--- src/rtl/pq_access_scheduler.sv ---
// Round-robin access scheduler that shares one register-tree max-heap priority queue
// among NUM_REQ requesters. It issues enq/deq/replace commands, then waits for the tree to settle.
module pq_access_scheduler #(
  parameter int NUM_REQ       = 4,
  parameter int DATA_WIDTH    = 16,
  parameter int SETTLE_CYCLES = 12
) (
  input  logic                                 i_CLK,
  input  logic                                 i_RSTn,
  input  logic [NUM_REQ-1:0]                   i_req_valid,
  input  logic [NUM_REQ-1:0][1:0]              i_req_op,
  input  logic [NUM_REQ-1:0][DATA_WIDTH-1:0]   i_req_data,
  output logic [NUM_REQ-1:0]                   o_req_ready,
  output logic [NUM_REQ-1:0]                   o_rsp_valid,
  output logic [DATA_WIDTH-1:0]                o_rsp_data,
  output logic                                 o_drop,
  output logic                                 o_busy,
  output logic                                 o_pq_wrt,
  output logic                                 o_pq_read,
  output logic [DATA_WIDTH-1:0]                o_pq_data,
  input  logic                                 i_pq_full,
  input  logic                                 i_pq_empty,
  input  logic [DATA_WIDTH-1:0]                i_pq_top
);

  localparam int IDW = (NUM_REQ > 1) ? $clog2(NUM_REQ) : 1;
  localparam int CW  = (SETTLE_CYCLES > 1) ? $clog2(SETTLE_CYCLES) : 1;
  localparam logic [CW-1:0] CNT_INIT = (SETTLE_CYCLES > 0) ? CW'(SETTLE_CYCLES - 1) : '0;

  localparam logic [1:0] OP_ENQ = 2'b01;
  localparam logic [1:0] OP_DEQ = 2'b10;

  typedef enum logic [1:0] {S_IDLE, S_ISSUE, S_SETTLE} state_t;

  state_t                 r_state;
  logic [IDW-1:0]         r_rr;
  logic [IDW-1:0]         r_id;
  logic                   r_need_rsp;
  logic [CW-1:0]          r_cnt;
  logic                   r_pq_wrt;
  logic                   r_pq_read;
  logic [DATA_WIDTH-1:0]  r_pq_data;
  logic [NUM_REQ-1:0]     r_rsp_valid;
  logic [DATA_WIDTH-1:0]  r_rsp_data;
  logic                   r_drop;

  logic [NUM_REQ-1:0]     w_eligible;
  logic [IDW:0]           w_cand;
  logic                   w_grant_vld;
  logic [IDW-1:0]         w_grant_id;
  logic [1:0]             w_grant_op;
  logic [DATA_WIDTH-1:0]  w_grant_data;
  logic                   w_grant_drop;

  // NOTE: every combinational output gets a default at the top of the block, so no path infers a latch.
  always_comb begin
    w_eligible = '0;
    for (int i = 0; i < NUM_REQ; i++) begin
      case (i_req_op[i])
        OP_ENQ:  w_eligible[i] = i_req_valid[i] & ~i_pq_full;
        OP_DEQ:  w_eligible[i] = i_req_valid[i] & ~i_pq_empty;
        default: w_eligible[i] = i_req_valid[i];
      endcase
    end
  end

  // Search starts one past the last winner and wraps, so the last winner has lowest priority.
  always_comb begin
    w_grant_vld = 1'b0;
    w_grant_id  = '0;
    w_cand      = '0;
    for (int i = 1; i <= NUM_REQ; i++) begin
      w_cand = {1'b0, r_rr} + (IDW+1)'(i);
      if (w_cand >= (IDW+1)'(NUM_REQ))
        w_cand = w_cand - (IDW+1)'(NUM_REQ);
      if (!w_grant_vld && w_eligible[w_cand[IDW-1:0]]) begin
        w_grant_vld = 1'b1;
        w_grant_id  = w_cand[IDW-1:0];
      end
    end
  end

  assign w_grant_op   = i_req_op[w_grant_id];
  assign w_grant_data = i_req_data[w_grant_id];
  // A zero key would read as an empty slot in the heap, so it is discarded like an illegal op.
  assign w_grant_drop = (w_grant_op == 2'b00) || (w_grant_op[0] && (w_grant_data == '0));

  assign o_req_ready = (i_RSTn && (r_state == S_IDLE) && w_grant_vld)
                       ? (NUM_REQ'(1) << w_grant_id) : '0;
  assign o_busy      = (r_state != S_IDLE);
  assign o_pq_wrt    = r_pq_wrt;
  assign o_pq_read   = r_pq_read;
  assign o_pq_data   = r_pq_data;
  assign o_rsp_valid = r_rsp_valid;
  assign o_rsp_data  = r_rsp_data;
  assign o_drop      = r_drop;

  // NOTE: all sequential state uses non-blocking assignments so every register samples pre-edge values.
  always_ff @(posedge i_CLK or negedge i_RSTn) begin
    if (!i_RSTn) begin
      r_state     <= S_IDLE;
      r_rr        <= IDW'(NUM_REQ - 1);
      r_id        <= '0;
      r_need_rsp  <= 1'b0;
      r_cnt       <= '0;
      r_pq_wrt    <= 1'b0;
      r_pq_read   <= 1'b0;
      r_pq_data   <= '0;
      r_rsp_valid <= '0;
      r_rsp_data  <= '0;
      r_drop      <= 1'b0;
    end else begin
      r_drop      <= 1'b0;
      r_rsp_valid <= '0;
      case (r_state)
        S_IDLE: begin
          if (w_grant_vld) begin
            r_rr <= w_grant_id;
            r_id <= w_grant_id;
            if (w_grant_drop) begin
              r_drop <= 1'b1;
            end else begin
              r_state    <= S_ISSUE;
              r_need_rsp <= w_grant_op[1];
              r_pq_wrt   <= w_grant_op[0];
              r_pq_read  <= w_grant_op[1];
              r_pq_data  <= w_grant_data;
            end
          end
        end
        S_ISSUE: begin
          r_pq_wrt  <= 1'b0;
          r_pq_read <= 1'b0;
          // The root seen during the command cycle is the value being popped.
          if (r_need_rsp) begin
            r_rsp_data        <= i_pq_top;
            r_rsp_valid[r_id] <= 1'b1;
          end
          if (SETTLE_CYCLES == 0) begin
            r_state <= S_IDLE;
          end else begin
            r_state <= S_SETTLE;
            r_cnt   <= CNT_INIT;
          end
        end
        S_SETTLE: begin
          if (r_cnt == '0) r_state <= S_IDLE;
          else             r_cnt   <= r_cnt - 1'b1;
        end
        default: r_state <= S_IDLE;
      endcase
    end
  end

endmodule

--- config.mk ---
export PLATFORM = sky130hd
export DESIGN_NAME = pq_access_scheduler
export DESIGN_NICKNAME = d
export VERILOG_FILES = /design/src/rtl/pq_access_scheduler.sv
export SDC_FILE = /design/constraint.sdc
export NUM_CORES = 1
export LEC_CHECK = 0
export ABC_AREA = 0
export ABC_CLOCK_PERIOD_IN_PS = 2800
export CAP_MARGIN = 10
export CELL_PAD_IN_SITES_DETAIL_PLACEMENT = 1
export CELL_PAD_IN_SITES_GLOBAL_PLACEMENT = 2
export CORE_UTILIZATION = 21
export DETAILED_ROUTE_END_ITERATION = 6
export HOLD_SLACK_MARGIN = 0.15
export PLACE_DENSITY_LB_ADDON = 0.1
export SLEW_MARGIN = 30
export SYNTH_ARGS = -nofsm -noshare
export SYNTH_HDL_FRONTEND = slang
export SYNTH_SLANG_ARGS = --single-unit
export TNS_END_PERCENT = 10
--- constraint.sdc ---
create_clock -name i_CLK -period 2.8 [get_ports i_CLK]
set_input_delay 0.56 -clock i_CLK [delete_from_list [all_inputs] [get_ports i_CLK]]
set_output_delay 0.56 -clock i_CLK [all_outputs]
set_load 0.03 [all_outputs]
==> tab_implementation.tex, run 1 <==
\begin{tabular}{lr}
\hline
Metric & Value \\
\hline
\multicolumn{2}{l}{\textbf{Run status}} \\
Status & finished with violations \\
Failing checks & setup timing \\
\multicolumn{2}{l}{\textbf{Global route}} \\
Wire length of the first global-routing pass & 17.7 mm \\
Largest net degree at the start of global routing & 47 \\
Antenna violations before repair & 0 \\
Overall fraction of global-route tracks in use & 17.2\% \\
Vias in the first global route & 3293 \\
Global-route congestion overflow total & 0 \\
\multicolumn{2}{l}{\textbf{Cells and area}} \\
Synth-to-Final Area Change & 95.3\% \\
Layout cell share with drive strength beyond 1 & 36.7\% \\
Number of fillers in the final layout & 1464 \\
Multi-input logic area & 0.00161 mm\^{}2 \\
Post-layout utilization of the core & 42.5\% \\
Final layout net count & 591 \\
Antenna diode count & 0 \\
Storage cell area & 0.00125 mm\^{}2 \\
\multicolumn{2}{l}{\textbf{Critical path}} \\
CP startpoint kind & input port \\
Cells on worst reg2reg path & 11 \\
Dominant delay contributor by cell family on the critical path & simple AND/OR/NAND/NOR gates \\
Maximum fanout encountered on the critical timing path & 8 \\
Required arrival time at the worst endpoint & 2.98 ns \\
Worst-path cell chain & buf\_8 -> inv\_6 -> ha\_4 -> mux2i\_4 -> o21ai\_4 -> or3b\_1 -> o211ai\_1 -> buf\_4 -> a222oi\_1 -> nand4\_1 -> nor4\_2 -> nand4\_1 -> buf\_4 -> and2\_4 -> a32o\_1 \\
Crit end category & flip-flop \\
Worst EP arrival & 3.57 ns \\
Standard cell with the maximum stage delay on the critical path & a222oi\_1 \\
Slowest Stage Delay on Critical Path & 0.42 ns \\
Count of cell instances traversed by the critical path & 15 \\
Critical path start-end classification & in -> reg \\
Total buffers and inverters traversed by the critical path & 4 \\
\multicolumn{2}{l}{\textbf{Power and ir drop}} \\
P per Cell Area & 959 mW/mm\^{}2 \\
Leakage & 2.33 nW \\
Peak supply drop & 0.327 mV \\
\multicolumn{2}{l}{\textbf{Timing}} \\
Final setup viols & 25 \\
Slew at the pin closest to its max-slew limit & 0.819 ns \\
Number of pins with negative max-slew slack in the final report & 0 \\
Remaining max-slew budget at the tightest pin & 45.3\% \\
Total Negative Setup Slacks & -12.11 ns \\
Final number of hold-violating endpoints & 0 \\
Worst Slack Setup Final & -0.590 ns \\
Setup repair after global routing missed its margin & true \\
Part of the cycle the worst path needs & 121\% \\
Max Clk Rate & 295 MHz \\
Post-layout min period & 3.39 ns \\
Layout Skew & 0.00690 ns \\
\multicolumn{2}{l}{\textbf{Clock tree}} \\
Clk slew on worst S/H paths & 0.07 ns \\
CTS tree & yes \\
Number of sinks on the clock net & 50 \\
Buffer type at the clock tree root & clkbuf\_16 \\
H-tree Lvls & 2 \\
CTS Buf Count & 5 \\
Clock insertion delay at the later pin of the skew report & 0.29 ns \\
Bufs on Longest Clock Path & 2 \\
\multicolumn{2}{l}{\textbf{Synthesis}} \\
Netlist area before placement & 0.00277 mm\^{}2 \\
Async S/R FF share, synth & 100\% \\
Number of enable flip-flop cells after synthesis & 0 \\
Number of instances in the synthesized netlist & 267 \\
Count of yosys warnings during synthesis & 0 \\
Number of storage elements in the synthesis netlist & 50 \\
Most numerous cell in the Yosys netlist & dfrtp\_1 \\
Area share of the largest cell type after synthesis & 43.4\% \\
Sequential-to-total area share from yosys stat & 45.3\% \\
Cell types with the largest area share after synthesis & dfrtp\_1 43\%, mux2\_2 9.4\%, a222oi\_1 6.5\%, nand2\_1 5.6\%, mux2\_4 3.3\% \\
Leading register cell type out of synthesis & dfrtp\_1 \\
Largest area contributor in the netlist & dfrtp\_1 \\
Number of distinct standard cells referenced by the synthesized netlist & 43 \\
Synthesized area per cell & 10.4 um\^{}2 \\
Net Count, Synth & 369 \\
Synth top cells by count & 48 x dfrtp\_1, 41 x nand2\_1, 23 x mux2\_2 \\
\multicolumn{2}{l}{\textbf{Die}} \\
Core Box Area & 0.0127 mm\^{}2 \\
Die outline area & 0.0136 mm\^{}2 \\
I/O Pins & 140 \\
Initial core utilization & 21.8\% \\
Horizontal die dimension & 117 um \\
Number of standard-cell rows in the floorplan & 41 \\
Vertical extent of the die & 117 um \\
\multicolumn{2}{l}{\textbf{Drt}} \\
Detailed-routing iteration count for the pre-antenna-repair pass & 7 \\
Post-detailed-routing wire length & 11.3 mm \\
Detail-routed via count per cell & 4.55 \\
Drt wl/cell & 17.0 um \\
\# DRC & 0 \\
DRC violation total after the first TritonRoute iteration & 114 \\
Antenna viol nets, final & 0 \\
Vias after detailed routing & 3013 \\
\multicolumn{2}{l}{\textbf{Place}} \\
Pre-CTS setup slack & -1.63 ns \\
Count of port buffers added during placement & 139 \\
Detailed placement HPWL & 8.37 mm \\
Final Wtd Congestion & 0.754 \\
\multicolumn{2}{l}{\textbf{Min path}} \\
Worst Hold Class & reg -> reg \\
Number of instances on the worst hold path & 1 \\
\multicolumn{2}{l}{\textbf{Flow run}} \\
Max Cap Violations & 0 \\
\hline
\end{tabular}
report_power, final:
| part | switching [W] | total, W | leakage [nW] | internal (W) |
|---|---|---|---|---|
| Clock | 0.000296 | 0.000633 | 0.0704 | 0.000337 |
| Combinational | 0.00160 | 0.00323 | 1.66 | 0.00163 |
| Sequential | 0.000255 | 0.00133 | 0.599 | 0.00107 |
| Total | 0.00215 | 0.00519 | 2.33 | 0.00304 |
metal layers:
layer,GRT usage (%),vias to the layer above,wire [um]
li1,-,1446,-
met1,21.5,1488,4820
met2,30.3,72,5760
met3,4.17,7,619
met4,3.29,0,75
met5,0,-,0
flip-flops by register name, indices dropped and copies added (netlist names):
name and cells:
r_rr 2, r_id 2, r_cnt 4, o_rsp_data 16, o_pq_wrt 1, r_need_rsp 1, r_state 2, o_pq_read 1
o_rsp_valid 4, o_drop 1, o_pq_data 16
final cells by class:
| cell class | instances | share of cell area (%) |
|---|---|---|
| flip-flops and latches | 50 | 23.2 |
| multi-input cells | 189 | 29.7 |
| repair buffers | 229 | 39.2 |
| inverters | 14 | 1.16 |
| well taps | 172 | 3.98 |
| clock inverters | 3 | 0.463 |
| clock buffers | 5 | 2.31 |
placed cells by master, fill, tap and decap left out, drive strengths merged, types with 3 or more instances in the layout:
master	instances
nor4	3
a21oi	6
or2	3
clkdlybuf4s50	123
clkdlybuf4s15	3
nor3	5
mux2	29
buf	101
nor2	9
o211ai	5
ha	6
a21boi	4
inv	15
dfrtp	48
clkbuf	5
and3	4
mux2i	4
o21ai	11
nand3	9
nand2	41
a222oi	18
nand4	3
o21a	4
worst reg2reg max path, cell delays in order, from the launching register on:
cell	delay [ns]
dfstp_2	0.57
inv_1	0.10
a22oi_2	0.25
o32ai_4	0.17
buf_16	0.17
a222oi_1	0.38
nand4_1	0.21
nor4_2	0.33
nand4_1	0.21
buf_4	0.20
and2_4	0.16
a32o_1	0.22
metrics by stage:
stage / power, W / instances / cell area, um^2 / hold slack (ns)
after floorplan: 0.00297 / 267 / 2880 / 0.264
after global placement: 0.00421 / 616 / 4780 / 0.427
after detailed placement: 0.00425 / 616 / 4780 / 0.428
after CTS: 0.00521 / 659 / 5330 / 0.465
after global routing: 0.00553 / 662 / 5410 / 0.484
final: 0.00519 / 662 / 5410 / 0.456
logic make-up after synthesis:
| family | synth area share, % |
|---|---|
| and+or+nand+nor | 14.0 |
| AOI/OAI and AO/OA | 19.1 |
| adders and majority gates | 2.71 |
| buffers and inverters | 4.88 |
| muxes | 14.1 |
| DFF | 45.3 |
final timing paths:
check	from	endpoint	slack [ns]
min in group asynchronous	i_RSTn	o_pq_data[10]	0.64
max reg2reg	r_rr[1]	o_pq_read	-0.28
max in group asynchronous	i_RSTn	o_rsp_data[9]	1.28
min	r_id[1]	o_rsp_valid[1]	0.46
max	i_req_op[6]	o_pq_read	-0.59
min reg2reg	r_id[1]	o_rsp_valid[1]	0.46
what timing repair did:
| action | in CTS | in global routing |
|---|---|---|
| hold endpoints to repair | 4 | 0 |
| pin swaps | 28 | 15 |
| gates cloned | 3 | 0 |
| resized for setup | 63 | 16 |
| buffers inserted | 31 | 3 |
| setup endpoints to repair | 25 | 25 |
| hold buffers | 1 | 0 |
No activity file was read; power rests on OpenSTA's default activity.
==> run 2, diff against run 1 <==
--- a/config.mk
+++ b/config.mk
@@ -5,7 +5,6 @@
 export SDC_FILE = /design/constraint.sdc
 export NUM_CORES = 1
 export LEC_CHECK = 0
-export ABC_AREA = 0
 export ABC_CLOCK_PERIOD_IN_PS = 2800
 export CAP_MARGIN = 10
 export CELL_PAD_IN_SITES_DETAIL_PLACEMENT = 1
==> results of run 2 <==
No change in the layout: final DEF, timing and power equal those of run 1.
